$ cat config.mk
export PLATFORM = sky130hd
export DESIGN_NAME = diag_run_seq
export DESIGN_NICKNAME = d
export VERILOG_FILES = /design/src/rtl/diag_run_seq_pkg.sv /design/src/rtl/diag_run_seq.sv
export VERILOG_INCLUDE_DIRS = /design/src /design/src/rtl
export SDC_FILE = /design/constraint.sdc
export NUM_CORES = 1
export LEC_CHECK = 0
export ABC_AREA = 1
export BUFFER_PORTS_ARGS = -buffer_cell sky130_fd_sc_hd__buf_2
export CAP_MARGIN = 20
export CORE_MARGIN = 2
export CORE_UTILIZATION = 60
export CTS_BUF_LIST = sky130_fd_sc_hd__clkbuf_4 sky130_fd_sc_hd__clkbuf_8
export CTS_CLUSTER_SIZE = 14
export DETAILED_ROUTE_END_ITERATION = 10
export PLACE_DENSITY = 0.8
export SYNTH_ARGS = -nofsm -noshare
export SYNTH_HDL_FRONTEND = slang
export SYNTH_SLANG_ARGS = --single-unit
$ cat constraint.sdc
create_clock -name clk -period 1.6 [get_ports clk]
set_input_delay 0.16 -clock clk [delete_from_list [all_inputs] [get_ports clk]]
set_output_delay 0.16 -clock clk [all_outputs]
set_load 0.01 [all_outputs]
$ cat src/rtl/ebox.svh
// Shared EBOX diagnostic encodings: command codes, diag control codes, FSM states.
`ifndef EBOX_SVH
`define EBOX_SVH

typedef enum logic [1:0] {
    CMD_HALT     = 2'd0,
    CMD_START    = 2'd1,
    CMD_CONTINUE = 2'd2,
    CMD_STEP     = 2'd3
} cmd_e;

localparam logic [2:0] DIAG_CLR_RUN     = 3'd0;
localparam logic [2:0] DIAG_SET_RUN     = 3'd1;
localparam logic [2:0] DIAG_CONTINUE    = 3'd2;
localparam logic [2:0] DIAG_IR_STROBE   = 3'd4;
localparam logic [2:0] DIAG_DRAM_STROBE = 3'd5;

localparam logic [2:0] ST_IDLE   = 3'd0;
localparam logic [2:0] ST_STROBE = 3'd1;
localparam logic [2:0] ST_GAP    = 3'd2;
localparam logic [2:0] ST_WAIT   = 3'd3;
localparam logic [2:0] ST_FINISH = 3'd4;
localparam logic [2:0] ST_FAIL   = 3'd5;

`endif

$ cat src/rtl/diag_run_seq_pkg.sv
// Package wrapper so the EBOX encodings can be imported by the sequencer and its bench.
package diag_run_seq_pkg;
`include "ebox.svh"
endpackage

$ cat src/rtl/diag_run_seq.sv
// Issues the diag control strobe list for HALT/START/CONTINUE/STEP, then waits for
// CON run/halt status to settle, reporting DONE or TIMEOUT.
module diag_run_seq
    import diag_run_seq_pkg::*;
#(
    parameter int STROBE_CYCLES  = 4,
    parameter int TIMEOUT_CYCLES = 1023
) (
    input  logic       clk,
    input  logic       RESET,
    input  logic       CMD_VALID,
    input  logic [1:0] CMD,
    output logic       CMD_READY,
    input  logic       RUN,
    input  logic       EBOX_HALTED,
    output logic       DIAG_CTL_FUNC_01x,
    output logic [2:0] DS,
    output logic       BUSY,
    output logic       DONE,
    output logic       TIMEOUT
);

    localparam logic [2:0] SCNT_LAST = 3'(STROBE_CYCLES - 1);
    localparam logic [9:0] WCNT_LAST = 10'(TIMEOUT_CYCLES - 1);

    logic [2:0] state_q, state_d;
    cmd_e       cmd_q, cmd_d;
    logic       second_q, second_d;
    logic [2:0] scnt_q, scnt_d;
    logic [9:0] wcnt_q, wcnt_d;
    logic       seen_low_q, seen_low_d;
    logic       complete;

    logic       ready_q, ready_d;
    logic       busy_q, busy_d;
    logic       func_q, func_d;
    logic [2:0] ds_q, ds_d;
    logic       done_q, done_d;
    logic       timeout_q, timeout_d;

    function automatic logic has_second(input cmd_e c);
        return (c == CMD_START) || (c == CMD_STEP);
    endfunction

    function automatic logic [2:0] strobe_code(input cmd_e c, input logic second);
        case (c)
            CMD_HALT:     return DIAG_CLR_RUN;
            CMD_START:    return second ? DIAG_CONTINUE : DIAG_SET_RUN;
            CMD_CONTINUE: return DIAG_CONTINUE;
            default:      return second ? DIAG_CONTINUE : DIAG_CLR_RUN;
        endcase
    endfunction

    always_comb begin
        case (cmd_q)
            CMD_HALT:     complete = !RUN;
            CMD_START:    complete = RUN;
            CMD_CONTINUE: complete = RUN;
            default:      complete = seen_low_q && EBOX_HALTED;
        endcase
    end

    always_comb begin
        state_d    = state_q;
        cmd_d      = cmd_q;
        second_d   = second_q;
        scnt_d     = scnt_q;
        wcnt_d     = wcnt_q;
        seen_low_d = seen_low_q;
        case (state_q)
            ST_IDLE: begin
                if (CMD_VALID) begin
                    state_d  = ST_STROBE;
                    cmd_d    = cmd_e'(CMD);
                    second_d = 1'b0;
                    scnt_d   = 3'd0;
                end
            end
            ST_STROBE: begin
                if (scnt_q == SCNT_LAST) begin
                    if (has_second(cmd_q) && !second_q) begin
                        state_d = ST_GAP;
                    end else begin
                        state_d    = ST_WAIT;
                        wcnt_d     = 10'd0;
                        seen_low_d = 1'b0;
                    end
                end else begin
                    scnt_d = scnt_q + 3'd1;
                end
            end
            ST_GAP: begin
                state_d  = ST_STROBE;
                second_d = 1'b1;
                scnt_d   = 3'd0;
            end
            ST_WAIT: begin
                wcnt_d = wcnt_q + 10'd1;
                if (!EBOX_HALTED) seen_low_d = 1'b1;
                // Completion is tested first so it wins over the timeout limit.
                if (complete)                 state_d = ST_FINISH;
                else if (wcnt_q == WCNT_LAST) state_d = ST_FAIL;
            end
            default: state_d = ST_IDLE;
        endcase
    end

    // Outputs are decoded from the next state so they register in step with the FSM.
    always_comb begin
        ready_d   = (state_d == ST_IDLE);
        busy_d    = (state_d != ST_IDLE);
        func_d    = (state_d == ST_STROBE);
        ds_d      = func_d ? strobe_code(cmd_d, second_d) : 3'd0;
        done_d    = (state_d == ST_FINISH);
        timeout_d = (state_d == ST_FAIL);
    end

    always_ff @(posedge clk or posedge RESET) begin
        if (RESET) begin
            state_q    <= ST_IDLE;
            cmd_q      <= CMD_HALT;
            second_q   <= 1'b0;
            scnt_q     <= 3'd0;
            wcnt_q     <= 10'd0;
            seen_low_q <= 1'b0;
            ready_q    <= 1'b1;
            busy_q     <= 1'b0;
            func_q     <= 1'b0;
            ds_q       <= 3'd0;
            done_q     <= 1'b0;
            timeout_q  <= 1'b0;
        end else begin
            state_q    <= state_d;
            cmd_q      <= cmd_d;
            second_q   <= second_d;
            scnt_q     <= scnt_d;
            wcnt_q     <= wcnt_d;
            seen_low_q <= seen_low_d;
            ready_q    <= ready_d;
            busy_q     <= busy_d;
            func_q     <= func_d;
            ds_q       <= ds_d;
            done_q     <= done_d;
            timeout_q  <= timeout_d;
        end
    end

    assign CMD_READY         = ready_q;
    assign BUSY              = busy_q;
    assign DIAG_CTL_FUNC_01x = func_q;
    assign DS                = ds_q;
    assign DONE              = done_q;
    assign TIMEOUT           = timeout_q;

endmodule
=== Word-level counts from Yosys, hierarchy flattened ===
Cells that the tools add are included.

* Add/sub/neg operators: 2
* Reduce and logical (&&, ||, !) cells: 16
* Multiplexer cells: 25
* Equality and inequality tests: 18

{| class="wikitable"
|+ Operator list
! kind !! count
|-
| $mux W3 || 7
|-
| $mux W10 || 2
|-
| $pmux W10 S2 || 1
|-
| $pmux W3 S4 || 1
|-
| $add A10 B1 Y10 const B || 1
|-
| $eq A10 B10 Y1 const B || 1
|-
| $ne A2 B2 Y1 const B || 5
|-
| $eq A3 B2 Y1 const B || 3
|-
| $pmux W3 S3 || 1
|-
| $mux W2 || 4
|-
| $eq A2 B2 Y1 const B || 3
|-
| $eq A3 B1 Y1 const B || 2
|-
| $eq A3 B3 Y1 const B || 2
|-
| $logic_not A3 Y1 || 2
|-
| $pmux W1 S2 || 3
|-
| $pmux W2 S3 || 1
|-
| $reduce_and A3 Y1 || 2
|-
| $reduce_bool A3 Y1 || 2
|-
| $mux W1 || 5
|-
| $eq A2 B1 Y1 const B || 2
|-
| $logic_not A2 Y1 || 2
|-
| $reduce_and A4 Y1 || 1
|-
| $add A3 B1 Y3 const B || 1
|-
| $logic_and A1 B1 Y1 || 2
|-
| other kinds (4) || 5
|}

* Register bits after elaboration: 28
* Output and inout port bits: 8
* Input bits: 7
* Word-level logic and storage cells: 73

=== Longest topological paths before layout ===
* Word-level depth: 8
* Mapped depth: 10
* Mapped depth without buffers: 10

=== Worst setup path after synthesis ===
No wires, ideal clock.

* Kind: reg2reg
* Start: register cmd_q[0]
* End: register done_q (netlist: DONE)
* Arrival: 1,270 ps
* Period minus slack after synthesis: 1,386 ps
* Path slack: 214 ps
* Library setup time: 117 ps
* Path buffers: 0
* Data required time: 1,483 ps
* Cell stages (with the launch flop): 11
* Cell sequence: dfrtp_1 inv_1 ha_1 nand2_1 nand2_1 nor2_1 nand3_1 nand2_1 inv_1 nand2_1 nor2_1

* Elaborated cells on any way between the ends: 13
* Classes of those cells: 4 x eq/ne; 5 x mux; 4 x reduce/logical

{| class="wikitable"
|+ RTL lines
! element !! RTL line !! text
|-
| from (decl) || diag_run_seq.sv:27 || <nowiki>cmd_e cmd_q, cmd_d;</nowiki>
|-
| from (signal assigned) || diag_run_seq.sv:134 || <nowiki>cmd_q <= cmd_d;</nowiki>
|-
| $eq A2 B1 Y1 or $eq A2 B2 Y1 (tied branches) || diag_run_seq.sv:55 || <nowiki>case (cmd_q)</nowiki>
|-
| $reduce_or A2 Y1 (no source line) || n/a ||
|-
| $pmux W1 S2 (*) || diag_run_seq.sv:55 ||
|-
| $mux W3 (*) || diag_run_seq.sv:101 || <nowiki>if (complete) state_d = ST_FINISH;</nowiki>
|-
| $pmux W3 S4 (*) || diag_run_seq.sv:70 || <nowiki>case (state_q)</nowiki>
|-
| via state_d[1] || diag_run_seq.sv:26 || <nowiki>logic [2:0] state_q, state_d;</nowiki>
|-
| $eq A3 B3 Y1 (*) || diag_run_seq.sv:114 || <nowiki>done_d = (state_d == ST_FINISH);</nowiki>
|-
| via done_d || diag_run_seq.sv:38 || <nowiki>logic done_q, done_d;</nowiki>
|-
| to (signal assigned) || diag_run_seq.sv:143 || <nowiki>done_q <= done_d;</nowiki>
|-
| to (decl) || diag_run_seq.sv:38 ||
|}

The timed path passes the listed nets; every way through them passes the cells marked *.
A chain may end at the register's enable or synchronous reset.

=== Worst setup path in the final report ===
* Start: register cmd_q[0]
* End: register wcnt_q[8]

* Word-level cells in the longest chain between the ends: 5
* Elaborated cells on any way between the ends: 6
* Classes of those cells: 3 x eq/ne; 3 x reduce/logical

{| class="wikitable"
|+ Ends and longest elaborated chain
! element !! RTL line !! text
|-
| $eq A2 B1 Y1 or $eq A2 B2 Y1 (tied branches) || diag_run_seq.sv:42 || <nowiki>return (c == CMD_START) || (c == CMD_STEP);</nowiki>
|-
| $logic_or A1 B1 Y1 (*) || diag_run_seq.sv:42 ||
|-
| $logic_and A1 B1 Y1 (*) || diag_run_seq.sv:81 || <nowiki>if (has_second(cmd_q) && !second_q) begin</nowiki>
|-
| $ne A2 B2 Y1 (no source line) (*) || n/a ||
|-
| $reduce_and A3 Y1 (no source line) (*) || n/a ||
|-
| to (signal assigned) || diag_run_seq.sv:137 || <nowiki>wcnt_q <= wcnt_d;</nowiki>
|-
| to (decl) || diag_run_seq.sv:30 || <nowiki>logic [9:0] wcnt_q, wcnt_d;</nowiki>
|}

Mark *: on every way between the ends. The rest lies on a longest branch, timed or not.

==> flow_summary.yaml <==
cts:
  clock_sinks: 27
  clk_latency_ps: 340
  cts_max_level: 1
  cts_tree: "yes"
  clk_pin_slew_worst_paths_ps: 160
  cts_made_buffers: 3
  clock_path_buffers: 2
  cts_root_buf: "clkbuf_4"
worst_setup_path:
  ff2ff_path_depth: 8
  end_kind: "flip-flop"
  rrSetupSlack_ps: -10
  cp_max_fo: 7
  worstPathRequired_ps: 1840
  start_kind: "flip-flop"
  path_class: "flip-flop to flip-flop"
  worstReg2RegEnd: "wcnt_q[8]$_DFFE_PP0P_"
  arrival_ps: 1850
  worstReg2RegStart: "cmd_q[0]$_DFF_PP0_"
  endpoint: "wcnt_q[8]$_DFFE_PP0P_"
  cp-startpoint: "cmd_q[0]$_DFF_PP0_"
logic_synthesis:
  yosys_register_bits: 27
  synth_area_leader_cell: "dfrtp_1"
  synth_fa_ha_area_frac: 0.06151
  synth_edf_count: 0
  synth_ff_type: "dfrtp_1"
  synthArstFlopShare: 1.000
  synthMuxAreaShare: 0
  yosysUniqueCellTypes: 26
  synth-compound-area-share: 0.08963
  synth_area_um2: 1424
  synth_xor_area_frac: 0.02460
  synth_top_area_share: 0.4569
  ys.warnings.count: 0
  postSynthCellCount: 174
  yosys.area_share.simple: 0.2566
  synth.top_cells.by_count: "40 x nand2_1, 29 x inv_1, 26 x dfrtp_1, 15 x nand3_1"
  yosysMostFrequentCell: "nand2_1"
  yosys-top-cells-area: "dfrtp_1 46%, nand2_1 11%, inv_1 7.6%, ha_1 6.2%, nand3_1 5.3%"
  synth_top_family_by_area: "simple AND/OR/NAND/NOR gates"
  synth.net_count: 188
  postSynthAreaPerCell_um2: 8.183
  yosysSeqAreaShare: 0.4754
final_layout:
  finalInstanceArea_um2: 1633
  syn_to_final_growth_pct: 14.68
  fillCellCount: 182
  drive_above_1_share: 0.2371
  num_antenna_cells: 0
  nNetsFinal: 209
  instances_no_fill: 222
sta:
  fin_tns_setup_ps: -36.58
  fin_crit_sh: 1.007
  grt_setup_unrepaired: "yes"
  hold-worst-slack_ps: 57.71
  max_clock_freq_ghz: 0.6204
  min_period_ps: 1612
  final_hold_viol_count: 0
  worst_slack_ps: -11.83
  skew_ps: 13.08
  setup_viol: 5
  slew_viol_final: 0
pwr:
  p_leak_nw: 0.8148
  seqPwrFrac: 0.381
  p_comb_frac: 0.507
  p_sw_frac: 0.4661
  cell_internal_pwr_w: 0.001450
  peakVddDrop_mv: 1.253
  p_per_area_nw_per_um2: 1663
  pwr-share-clk: 0.113
  netSwitchingPower_w: 0.001266
global_routing:
  grt_pass1_wl_mm: 4.919
  grt_usage: 0.2427
  grt.met1_usage: 0.3184
  grt-busiest-layer: "met2"
  use_met2: 0.4104
  grt_pass1_vias: 1150
  grt_max_degree: 16
  gr-total-overflow: 0
  globalRouteMet3Util: 0.04000
  antenna_found_initial: 0
detailed_routing:
  dr.pass1.iters: 4
  drtIter0Drc: 15
  vias_per_cell: 5.378
  ant_nets: 0
  drt_wl_total_mm: 2.957
  drc: 0
  wl_per_cell_um: 13.32
  vias: 1194
placement:
  portBuffers: 13
  preCtsSetupSlack_ps: 83.58
  place.gp.congestion: 0.8681
  dpl.cell_count: 216
  placed_area_um2: 1531
  dpl.hpwl_mm: 2.165
floorplanning:
  core_area_um2: 2233
  ios: 15
  die_w_um: 52.72
  rows: 17
  initial_core_util: 0.6375
  die_area_um2: 2779
  die_y_um: 52.72
status:
  outcome: "complete, but fails checks"
  violations: "setup timing"
hold_path:
  min_path_type: "primary input to flip-flop"
job:
  drv_cap: 0
## per-layer routing
| metal | share of wire | up-vias |
|---|---|---|
| li1 | - | 584 |
| met5 | 0 | - |
| met3 | 0.032 | 4 |
| met1 | 0.44 | 577 |
| met4 | 0.0074 | 0 |
| met2 | 0.52 | 29 |
## worst min-delay path by stage
| stage | startpoint | to | slack [ps] | depth (start not counted) |
|---|---|---|---|---|
| after floorplan | RESET | BUSY$_DFF_PP0_ | 210 | 1 |
| after global placement | RESET | scnt_q[2]$_DFFE_PP0P_ | 180 | 3 |
| after detailed placement | RESET | scnt_q[2]$_DFFE_PP0P_ | 190 | 3 |
| after CTS | EBOX_HALTED | seen_low_q$_DFFE_PP0P_ | 40 | 2 |
| after global routing | EBOX_HALTED | seen_low_q$_DFFE_PP0P_ | 60 | 2 |
| final | EBOX_HALTED | seen_low_q$_DFFE_PP0P_ | 60 | 2 |
## sequential cells by signal, summed over array words and instances (netlist names)
| signal | flops |
|---|---|
| scnt_q | 3 |
| wcnt_q | 10 |
| DONE | 1 |
| TIMEOUT | 1 |
| cmd_q | 2 |
| CMD_READY | 1 |
| seen_low_q | 1 |
| state_q | 3 |
| DIAG_CTL_FUNC_01x | 1 |
| second_q | 1 |
| BUSY | 1 |
| DS | 2 |
## cell usage in the layout (no fill, tap or decap), types with 3 or more instances in the layout
master / count
o21ai_0: 13
dfrtp_1: 25
ha_1: 6
inv_1: 27
xor2_1: 3
nand3_1: 14
o22ai_1: 3
nand2_2: 6
buf_2: 13
nand2_1: 34
clkbuf_4: 3
buf_4: 3
nor2_1: 12
inv_2: 4
## power groups by stage
stage	Combinational (W)	Clock, W	Sequential, W
after detailed placement	0.00114	0	0.00104
after floorplan	0.000834	0	0.00103
after global routing	0.00156	0.000336	0.00106
after global placement	0.00108	0	0.00102
final	0.00138	0.000306	0.00103
after CTS	0.00115	0.000308	0.00102
## stage by stage
| step | total power (W) | util |
|---|---|---|
| after global routing | 0.002949 | 0.7311 |
| final | 0.002715 | 0.7311 |
| after global placement | 0.002105 | 0.6857 |
| after CTS | 0.002483 | 0.7025 |
| after floorplan | 0.001868 | - |
| after detailed placement | 0.002182 | 0.6857 |
## critical path: stages, from the launching register on
cell and delay (ps):
dfrtp_1 450, buf_4 150, ha_1 190, o21bai_1 210, nand2_1 150, nand2_2 130, nand2_4 80, inv_4 90
o21ai_0 80
## what timing repair did
item                                    CTS  global route
setup buffers                             0             1
resized for setup                         0            18
endpoints found under the hold margin    26             0
hold buffers                              1             0
endpoints found under the setup margin    0            12
## final cells by class
cell class                 instances  area [um2]  share of cell area
tap                               28       35.03             0.02146
timing repair buffer              17       97.59             0.05977
sequential                        27       678.2              0.4153
inverter                          32       122.6             0.07510
multi-input combinational        114       671.9              0.4115
clock inverter                     1       5.005            0.003065
clock buffer                       3       22.52             0.01379
## cell families (layout without fill, tap and decap cells)
logic type                 Yosys count  in the layout
AOI/OAI and AO/OA                   22             22
other                                1              1
buffers and inverters               33             53
DFF                                 27             27
xor gates and xnor gates             4              4
adders and majority gates            7              7
and+or+nand+nor                     80             80
Note: power is estimated with default switching activity, not from simulation.
